==> src/rtl/interleaver_read_engine_if.sv <==
// rtl/interleaver_read_engine_if.sv - buffer read port and output FIFO write port bundle
interface interleaver_read_engine_if #(
    parameter int ADDR_WIDTH = 7,
    parameter int DATA_WIDTH = 1
);
    logic [ADDR_WIDTH-1:0] BUFF_ADDR;
    logic                  BUFF_RD;
    logic [DATA_WIDTH-1:0] BUFF_DATA;
    logic [DATA_WIDTH-1:0] FIFO_DATA;
    logic                  FIFO_WRITE;
    logic                  FIFO_FULL;

    modport master (output BUFF_ADDR, BUFF_RD, FIFO_DATA, FIFO_WRITE,
                    input  BUFF_DATA, FIFO_FULL);
    modport slave  (input  BUFF_ADDR, BUFF_RD, FIFO_DATA, FIFO_WRITE,
                    output BUFF_DATA, FIFO_FULL);
endinterface

==> src/rtl/interleaver_read_engine.sv <==
// rtl/interleaver_read_engine.sv - interleaver block read engine; INTERLEAVER_READ_BLOCK_CNT_EN adds BLOCK_COUNT
module interleaver_read_engine #(
    parameter int ROW_NUMBER = 10,
    parameter int COL_NUMBER = 7,
    parameter int DATA_WIDTH = 1,
    parameter int RD_LATENCY = 1
) (
    input  logic CLK,
    input  logic RESET,
    input  logic PING_PONG_FLAG_IN,
    output logic PING_PONG_FLAG_OUT,
    input  logic MODE,
    input  logic READ_START,
    output logic READ_ACK,
    interleaver_read_engine_if.master bus,
    output logic BLOCK_DONE
`ifdef INTERLEAVER_READ_BLOCK_CNT_EN
    ,
    output logic [15:0] BLOCK_COUNT
`endif
);
    localparam int ADDR_W = $clog2(ROW_NUMBER * COL_NUMBER);
    localparam int ROW_W  = (ROW_NUMBER > 1) ? $clog2(ROW_NUMBER) : 1;
    localparam int COL_W  = (COL_NUMBER > 1) ? $clog2(COL_NUMBER) : 1;
    localparam int DEPTH  = RD_LATENCY + 1;
    localparam int PTR_W  = $clog2(DEPTH);
    localparam int CNT_W  = $clog2(DEPTH + 1);
    localparam int OCC_W  = CNT_W + 1;

    localparam logic [ROW_W-1:0]  ROW_LAST  = ROW_W'(ROW_NUMBER - 1);
    localparam logic [COL_W-1:0]  COL_LAST  = COL_W'(COL_NUMBER - 1);
    localparam logic [ADDR_W-1:0] COL_STEP  = ADDR_W'(COL_NUMBER);
    localparam logic [PTR_W-1:0]  PTR_LAST  = PTR_W'(DEPTH - 1);
    localparam logic [OCC_W-1:0]  OCC_LIMIT = OCC_W'(DEPTH);

    typedef enum logic [1:0] {IDLE, ACK, STREAM, DRAIN} state_t;

    state_t                state_q, state_d;
    logic                  mode_q, pp_q;
    logic [ROW_W-1:0]      row_q;
    logic [COL_W-1:0]      col_q;
    logic [ADDR_W-1:0]     addr_q;
    logic [RD_LATENCY-1:0] rd_pipe_q;
    logic [CNT_W-1:0]      inflight_q, skid_cnt_q;
    logic [PTR_W-1:0]      wr_ptr_q, rd_ptr_q;
    logic [DATA_WIDTH-1:0] skid_mem [DEPTH];

    logic             push, pop, issue, last_issue, block_done;
    logic [OCC_W-1:0] occupancy;

    // Occupancy credits this cycle's pop so a steady stream never stalls.
    assign push       = rd_pipe_q[RD_LATENCY-1];
    assign pop        = (skid_cnt_q != '0) && !bus.FIFO_FULL && !RESET;
    assign occupancy  = OCC_W'(skid_cnt_q) + OCC_W'(inflight_q) - OCC_W'(pop);
    assign issue      = (state_q == STREAM) && (occupancy < OCC_LIMIT) && !RESET;
    assign last_issue = issue && (row_q == ROW_LAST) && (col_q == COL_LAST);
    assign block_done = (state_q == DRAIN) && pop && (skid_cnt_q == CNT_W'(1)) && (inflight_q == '0);

    always_comb begin
        state_d = state_q;
        case (state_q)
            IDLE:    if (READ_START) state_d = ACK;
            ACK:     state_d = STREAM;
            STREAM:  if (last_issue) state_d = DRAIN;
            DRAIN:   if (block_done) state_d = IDLE;
            default: state_d = IDLE;
        endcase
    end

    assign READ_ACK           = (state_q == ACK) && !RESET;
    assign BLOCK_DONE         = block_done;
    assign PING_PONG_FLAG_OUT = pp_q;
    assign bus.BUFF_RD        = issue;
    assign bus.BUFF_ADDR      = issue ? addr_q : '0;
    assign bus.FIFO_WRITE     = pop;
    assign bus.FIFO_DATA      = pop ? skid_mem[rd_ptr_q] : '0;

    always_ff @(posedge CLK) begin
        if (RESET) begin
            state_q    <= IDLE;
            mode_q     <= 1'b0;
            pp_q       <= 1'b0;
            row_q      <= '0;
            col_q      <= '0;
            addr_q     <= '0;
            rd_pipe_q  <= '0;
            inflight_q <= '0;
            skid_cnt_q <= '0;
            wr_ptr_q   <= '0;
            rd_ptr_q   <= '0;
        end else begin
            state_q <= state_d;
            if (state_q == ACK) begin
                pp_q   <= PING_PONG_FLAG_IN;
                mode_q <= MODE;
                row_q  <= '0;
                col_q  <= '0;
                addr_q <= '0;
            end else if (issue) begin
                if (!mode_q) begin
                    addr_q <= addr_q + 1'b1;
                    if (col_q == COL_LAST) begin
                        col_q <= '0;
                        row_q <= row_q + 1'b1;
                    end else begin
                        col_q <= col_q + 1'b1;
                    end
                end else if (row_q == ROW_LAST) begin
                    // Column wrap: next column's first address is simply its index.
                    row_q  <= '0;
                    col_q  <= col_q + 1'b1;
                    addr_q <= ADDR_W'(col_q) + 1'b1;
                end else begin
                    row_q  <= row_q + 1'b1;
                    addr_q <= addr_q + COL_STEP;
                end
            end
            rd_pipe_q[0] <= issue;
            for (int i = 1; i < RD_LATENCY; i++) rd_pipe_q[i] <= rd_pipe_q[i-1];
            inflight_q <= inflight_q + CNT_W'(issue) - CNT_W'(push);
            skid_cnt_q <= skid_cnt_q + CNT_W'(push) - CNT_W'(pop);
            if (push) begin
                skid_mem[wr_ptr_q] <= bus.BUFF_DATA;
                wr_ptr_q <= (wr_ptr_q == PTR_LAST) ? '0 : wr_ptr_q + 1'b1;
            end
            if (pop) rd_ptr_q <= (rd_ptr_q == PTR_LAST) ? '0 : rd_ptr_q + 1'b1;
        end
    end

`ifdef INTERLEAVER_READ_BLOCK_CNT_EN
    always_ff @(posedge CLK) begin
        if (RESET)           BLOCK_COUNT <= '0;
        else if (block_done) BLOCK_COUNT <= BLOCK_COUNT + 16'd1;
    end
`endif
endmodule

==> src/flat_wrapper.sv <==
// flat-port wrapper written by rule: the top's interface ports become plain ports
module interleaver_read_engine_flat 
#(
    parameter int ROW_NUMBER = 10,
    parameter int COL_NUMBER = 7,
    parameter int DATA_WIDTH = 1,
    parameter int RD_LATENCY = 1
)
  (CLK, RESET, PING_PONG_FLAG_IN, PING_PONG_FLAG_OUT, MODE, READ_START, READ_ACK, BLOCK_DONE, bus_BUFF_ADDR, bus_BUFF_RD, bus_FIFO_DATA, bus_FIFO_WRITE, bus_BUFF_DATA, bus_FIFO_FULL);
  interleaver_read_engine_if #(.ADDR_WIDTH((7)), .DATA_WIDTH(DATA_WIDTH)) bus_i ();
  input  logic CLK;
  input  logic RESET;
  input  logic PING_PONG_FLAG_IN;
  output logic PING_PONG_FLAG_OUT;
  input  logic MODE;
  input  logic READ_START;
  output logic READ_ACK;
  output logic BLOCK_DONE;
  output wire logic [$bits(bus_i.BUFF_ADDR)-1:0] bus_BUFF_ADDR;
  output wire logic [$bits(bus_i.BUFF_RD)-1:0] bus_BUFF_RD;
  output wire logic [$bits(bus_i.FIFO_DATA)-1:0] bus_FIFO_DATA;
  output wire logic [$bits(bus_i.FIFO_WRITE)-1:0] bus_FIFO_WRITE;
  input wire logic [$bits(bus_i.BUFF_DATA)-1:0] bus_BUFF_DATA;
  input wire logic [$bits(bus_i.FIFO_FULL)-1:0] bus_FIFO_FULL;
  assign bus_BUFF_ADDR = bus_i.BUFF_ADDR;
  assign bus_BUFF_RD = bus_i.BUFF_RD;
  assign bus_FIFO_DATA = bus_i.FIFO_DATA;
  assign bus_FIFO_WRITE = bus_i.FIFO_WRITE;
  assign bus_i.BUFF_DATA = bus_BUFF_DATA;
  assign bus_i.FIFO_FULL = bus_FIFO_FULL;
  interleaver_read_engine #(.ROW_NUMBER(ROW_NUMBER), .COL_NUMBER(COL_NUMBER), .DATA_WIDTH(DATA_WIDTH), .RD_LATENCY(RD_LATENCY)) u_core (.CLK(CLK), .RESET(RESET), .PING_PONG_FLAG_IN(PING_PONG_FLAG_IN), .PING_PONG_FLAG_OUT(PING_PONG_FLAG_OUT), .MODE(MODE), .READ_START(READ_START), .READ_ACK(READ_ACK), .bus(bus_i), .BLOCK_DONE(BLOCK_DONE));
endmodule
==> config.mk <==
export PLATFORM = sky130hd
export DESIGN_NAME = interleaver_read_engine_flat
export DESIGN_NICKNAME = d
export VERILOG_FILES = /design/src/rtl/interleaver_read_engine_if.sv /design/src/rtl/interleaver_read_engine.sv /design/src/flat_wrapper.sv
export SDC_FILE = /design/constraint.sdc
export NUM_CORES = 1
export LEC_CHECK = 0
export ABC_CLOCK_PERIOD_IN_PS = 4100
export CAP_MARGIN = 0
export CORE_MARGIN = 4
export CORE_UTILIZATION = 45
export DETAILED_ROUTE_END_ITERATION = 12
export GPL_TIMING_DRIVEN = 0
export HOLD_SLACK_MARGIN = 0.06
export PLACE_DENSITY = 0.66
export SETUP_SLACK_MARGIN = 0.02
export SKIP_LAST_GASP = 1
export SYNTH_ARGS = -nofsm -noshare
export SYNTH_HDL_FRONTEND = slang
export SYNTH_SLANG_ARGS = --single-unit
==> constraint.sdc <==
create_clock -name CLK -period 4.1 [get_ports CLK]
set_input_delay 0.82 -clock CLK [delete_from_list [all_inputs] [get_ports CLK]]
set_output_delay 0.82 -clock CLK [all_outputs]
set_load 0.01 [all_outputs]
Word level (Yosys, flattened, before mapping)
Memories as Yosys holds them, arrays and structs flattened. A register that Yosys moved wholly into a read port is not among the register bits.
Cells that the tools add are included.
Widths: inputs -> output; s select.
{"block": "totals", "memories": 1, "register_bits": 25, "out_inout_bits": 13, "inputBits": 7, "ramBits": 2, "wordCells": 77}
{"name": "u_core.skid_mem", "words": 2, "width": 1, "rd": 1, "rd_clocked_by_memory_dff": 1, "wr": 1, "line_no": "interleaver_read_engine.sv:46", "text": "logic [DATA_WIDTH-1:0] skid_mem [DEPTH];"}
{"block": "classes", "order_cmp": 1, "add_sub_neg": 13, "mux": 21, "n_eq_ne": 10, "n_reduce_logical": 20}
{"operator": "$mux 7", "count": 3}
{"operator": "$mux 4", "count": 3}
{"operator": "$logic_and 1x1->1", "count": 10}
{"operator": "$mux 3", "count": 3}
{"operator": "$mux 1", "count": 8}
{"operator": "$pmux 2 s4", "count": 1}
{"operator": "$add 7x1->7 const B", "count": 1}
{"operator": "$add 7x3->7 const B", "count": 1}
{"operator": "$mux 2", "count": 3}
{"operator": "$ne 2x2->1 const B", "count": 3}
{"operator": "$add 2x1->2", "count": 2}
{"operator": "$add 3x1->4 const B", "count": 1}
{"operator": "$add 4x1->4 const B", "count": 1}
{"operator": "$eq 2x1->1 const B", "count": 2}
{"operator": "$eq 2x2->1 const B", "count": 2}
{"operator": "$eq 4x4->1 const B", "count": 1}
{"operator": "$logic_not 2->1", "count": 2}
{"operator": "$reduce_and 2->1", "count": 2}
{"operator": "$reduce_bool 2->1", "count": 2}
{"operator": "$sub 2x1->2", "count": 2}
{"operator": "$add 2x2->3", "count": 1}
{"operator": "$add 3x1->3 const B", "count": 1}
{"operator": "$eq 3x3->1 const B", "count": 1}
{"operator": "$lt 3x2->1 const B", "count": 1}
{"operator": "other kinds (6)", "count": 8}

Depth between registers and ports, before layout
{"block": "depth", "word_depth": 11, "depth_mapped": 17, "depth_no_buf": 15}

Least setup slack after synthesis
No wires, ideal clock.
{"block": "synth_path", "path_type": "input port to output port", "start": "in RESET", "end": "out bus_BUFF_ADDR[0]", "arrival_ns": 3.123, "setup_slack_ns": 0.157, "path_buffers": 2, "t_required_ns": 3.280, "cell_stages": 12, "path_cell_list": "clkbuf_1 nor2_1 o21ai_0 inv_1 ha_1 nand2b_1 fa_1 nand3b_1 nor2_4 inv_2 buf_2 nor2_1"}
{"block": "synth_between", "elab_chain_len": 7}
{"item": "from (decl)", "line_no": "flat_wrapper.sv:12", "text": "input logic RESET;"}
{"item": "$logic_not 1->1", "line_no": "interleaver_read_engine.sv:53", "text": "assign pop = (skid_cnt_q != '0) && !bus.FIFO_FULL && !RESET;"}
{"item": "$logic_and 1x1->1", "line_no": "interleaver_read_engine.sv:53"}
{"item": "via bus_FIFO_WRITE", "line_no": "flat_wrapper.sv:22", "text": "output wire logic [$bits(bus_i.FIFO_WRITE)-1:0] bus_FIFO_WRITE;"}
{"item": "$sub 3x1->3", "line_no": "interleaver_read_engine.sv:54", "text": "assign occupancy = OCC_W'(skid_cnt_q) + OCC_W'(inflight_q) - OCC_W'(pop);"}
{"item": "$lt 3x2->1", "line_no": "interleaver_read_engine.sv:55", "text": "assign issue = (state_q == STREAM) && (occupancy < OCC_LIMIT) && !RESET;"}
{"item": "$logic_and 1x1->1 (2 in a row)", "line_no": "interleaver_read_engine.sv:55"}
{"item": "$mux 7", "line_no": "interleaver_read_engine.sv:74", "text": "assign bus.BUFF_ADDR = issue ? addr_q : '0;"}
{"item": "to (decl)", "line_no": "flat_wrapper.sv:19", "text": "output wire logic [$bits(bus_i.BUFF_ADDR)-1:0] bus_BUFF_ADDR;"}
The timed path passes the listed nets, and every way through them passes these cells.

Worst setup path after layout
{"block": "layout_path", "start": "in RESET", "end": "out bus_BUFF_ADDR[6]"}
{"block": "layout_between", "elab_chain_len": 7}
{"item": "$logic_not 1->1 *", "line_no": "interleaver_read_engine.sv:53, interleaver_read_engine.sv:55"}
{"item": "$logic_and 1x1->1", "line_no": "interleaver_read_engine.sv:53"}
{"item": "$sub 3x1->3", "line_no": "interleaver_read_engine.sv:54"}
{"item": "$lt 3x2->1", "line_no": "interleaver_read_engine.sv:55"}
{"item": "$logic_and 1x1->1", "line_no": "interleaver_read_engine.sv:55"}
{"item": "$logic_and 1x1->1 *", "line_no": "interleaver_read_engine.sv:55"}
{"item": "$mux 7 *", "line_no": "interleaver_read_engine.sv:74"}
Mark *: on every way between the ends. The rest lies on a longest branch, timed or not.

==> impl_results.md <==
- Hold_buf cts: 0
- Clk pin slew, worst setup/hold paths: 0.10 ns
- Worst EP required: 3.28 ns
- Placed cells: 267
- Top area cells in the synthesized netlist: dfxtp_1 30%, ha_1 11%, nor2_1 4.5%
- Slowest-stage cell, CP: fa_1
- Largest net degree at the start of global routing: 20
- Io pins: 20
- Final max-slew violation count: 0
- Die Area: ~5000 sq um
- Layout area overhead: 22.4%
- CTS root buffer: clkbuf_8
- Arrival time at the worst endpoint: 3.15 ns
- Post-synth EDFFs: 2
- H-tree depth: 1
- Critical path class: input pin to primary output
- Worst R2R Start: u_core.skid_cnt_q[0]$_SDFF_PP0_
- Distinct cells, synth: 48
- TNS Setup: 0 ns
- Worst hold path type: flop to flop
- Die width: roughly 70 um
- Vias in the first global route: 1580
- Port bufs: 19
- R2r setup slk: 1.01 ns
- Avg Inst Size Synth: between 8 and 9 sq um
- Endpoints failing setup: 0
- Pwr/cell area: around 470 nW/um^2
- Layout Nets: between 200 and 300
- Post-synthesis register bit count: 28
- Detailed Routing Iterations Pass 1: 4
- Crit path capture type: primary output
- Synth cell count leaders: 26 x dfxtp_1, 21 x nor2_1, 16 x ha_1, 14 x inv_1, 11 x a21oi_1
- Max-Cap Viols: 0
- Layout cells sized above 1: 0.143
- Status: complete, no violations
- Synth Net Count: ~220
- Minimum clock period: 3.97 ns
- R2r worst-path depth: 15
- Total Wirelength: 4.03 mm
- Number of DRC markers in iteration 0: 73
- Crit-path max FO: 5
- GPL Wtd Cong: 0.871
- Vias: 1560
- Routed WL per cell: 14.4 um
- Most common cell in the netlist: dfxtp_1
- Initial Util: 0.471
- Rel. slew slack: 0.651
- Die height: between 70 and 80 um
- DP Wirelength: 2.98 mm
- FMAX: 252 MHz
- Worst path max stage delay: 0.46 ns
- Fin. Hold Viols: 0
- Pre-CTS WS: -1.26 ns
- Reg-to-Reg End: u_core.inflight_q[1]$_SDFF_PP0_
- RSZ-0062 raised after global routing: false
- Final WS setup: 0.130 ns
- Gr ovfl total: 0
- Final ANT Viol Nets: 0
- Worst setup SP type: input pin
- Asr flop ratio synth: 0
- Hold Slack: around 0.48 ns
- Cell taking the most area after synthesis: dfxtp_1
- Clock sinks: 28
- Diode count: 0
- Slew @ Worst Pin: 0.524 ns
- Vias per cell: 5.59
- Synthesized area: 1750 sq um
- CP Cell Sequence: dlygate4sd2_1 -> clkbuf_8 -> nor2_4 -> o21ai_2 -> inv_2 -> ha_1 -> nand2b_4 -> fa_1 -> xnor2_2 -> nor2_4 -> buf_6 -> buf_4 -> and2_1 -> buf_2
- Hold Path Sink: u_core.rd_ptr_q$_SDFFE_PP0P_
- Core Footprint: 3720 sq um
- Tcrit/Tclk final: 0.968
- Gr usage total: 0.173
- Cell Rows: 22
- Synthesis warning total: 0
- Non-Filler Instances: 279
- Primary FF master, synth: dfxtp_1
- Worst skew pair latency: 0.28 ns
- DR DRC count: 0
- Peak supply drop: ~260 uV
- Synth top area share: 0.297
- Max Clock Skew: 0.00695 ns
- CTS tree: built
- Initial antenna violation count: 0
- Clock tree buffer depth: 2
- CTS Buf Count: 3
- Hold Path Origin: u_core.rd_ptr_q$_SDFFE_PP0P_
- Cells after Synth: 200
- Crit path top cell by count: nor2_4
- Sequential fraction of the synthesis area: 0.331
- Hold path cells: 1
- First-pass GRT wire length: 6.98 mm
- Leakage power total: 0.865 nW
## cell families after synthesis
family          after synthesis  share of synthesized area
fa+ha+maj                    17                      0.126
xor+xnor                      9                     0.0493
flops                        28                      0.331
compound gates               42                      0.154
simple gates                 74                      0.248
buf+inv                      23                     0.0521
mux                           7                     0.0400
## layer usage
metal | GRT usage | share of wire | vias to the layer above
met1 | 0.221 | 0.47 | 742
met4 | 0.0532 | 0.016 | 0
met3 | 0.0288 | 0.039 | 9
met5 | 0 | 0 | -
li1 | - | - | 774
met2 | 0.295 | 0.48 | 35
## layout make-up
| type | instances | area [sq um] |
|---|---|---|
| clock inverter | 1 | 30.0 |
| multi-input combinational | 149 | 1100 |
| tap | 48 | 60.1 |
| timing repair buffer | 28 | 229 |
| clock buffer | 3 | 41.3 |
| sequential | 28 | 581 |
| fill | 332 | 1570 |
| inverter | 15 | 58.8 |
| buffer | 7 | 46.3 |
## worst max-delay path, delay by kind of cell
| family | cells | cell delay [ns] |
|---|---|---|
| simple gates | 4 | 0.48 |
| compound gates | 1 | 0.08 |
| fa+ha+maj | 2 | 0.69 |
| buf+inv | 6 | 0.84 |
| xor+xnor | 1 | 0.24 |
## worst max-delay path by stage
stage          start          endpoint  cells after the start  slack (ns)
2_1_floorplan  RESET  bus_BUFF_ADDR[0]                     12        0.16
3_3_place_gp   RESET  bus_BUFF_ADDR[2]                     14       -1.19
3_5_place_dp   RESET  bus_BUFF_ADDR[2]                     14       -1.26
4_1_cts        RESET  bus_BUFF_ADDR[6]                     14        0.09
5_1_grt        RESET  bus_BUFF_ADDR[6]                     14        0.03
6_report       RESET  bus_BUFF_ADDR[6]                     14        0.13
## metrics by stage
stage | total power, mW | util | instance area [sq um]
floorplan | 0.636 | - | 1750
global route | 1.09 | 0.577 | 2140
finish | 1.01 | 0.577 | 2140
detailed placement | 0.743 | 0.539 | 2000
global placement | 0.721 | 0.539 | 2000
CTS | 1.01 | 0.573 | 2130
## flip-flops by register name, indices dropped and copies added, names as in the netlist, named ones only
signal,flops
u_core.PING_PONG_FLAG_OUT,1
u_core.addr_q,7
u_core.col_q,3
u_core.inflight_q,2
u_core.mode_q,1
u_core.push,1
u_core.rd_ptr_q,1
u_core.row_q,4
u_core.skid_cnt_q,2
u_core.skid_mem,2
u_core.state_q,2
u_core.wr_ptr_q,1
## what timing repair did
item	in CTS	in global routing
endpoints found under the setup margin	14	6
resized for setup	41	2
buffers inserted	8	1
pin swaps	4	2
## where the power goes
part           switching, mW  internal, mW  total, mW
combinational          0.226         0.196      0.422
clock                 0.0954         0.131      0.226
sequential            0.0430         0.319      0.362
total                  0.364         0.646       1.01
## layout by cell type, fill, tap and decap left out, types with 4 or more instances in the layout
| cell | synthesis | routed |
|---|---|---|
| nand3_1 | 4 | 4 |
| clkbuf_8 | 0 | 4 |
| a31oi_1 | 4 | 4 |
| buf_2 | 3 | 7 |
| a21oi_1 | 11 | 11 |
| nor3_1 | 4 | 4 |
| nor2b_1 | 6 | 6 |
| and2_1 | 5 | 5 |
| clkdlybuf4s50_1 | 0 | 9 |
| xnor2_1 | 8 | 8 |
| o31ai_1 | 4 | 4 |
| buf_4 | 0 | 8 |
| ha_1 | 16 | 16 |
| inv_1 | 14 | 13 |
| nor2_1 | 21 | 20 |
| o21ai_0 | 10 | 9 |
| mux2i_1 | 7 | 7 |
| dfxtp_1 | 26 | 26 |
| nand2_1 | 7 | 7 |
(Power assumes the default switching activity.)
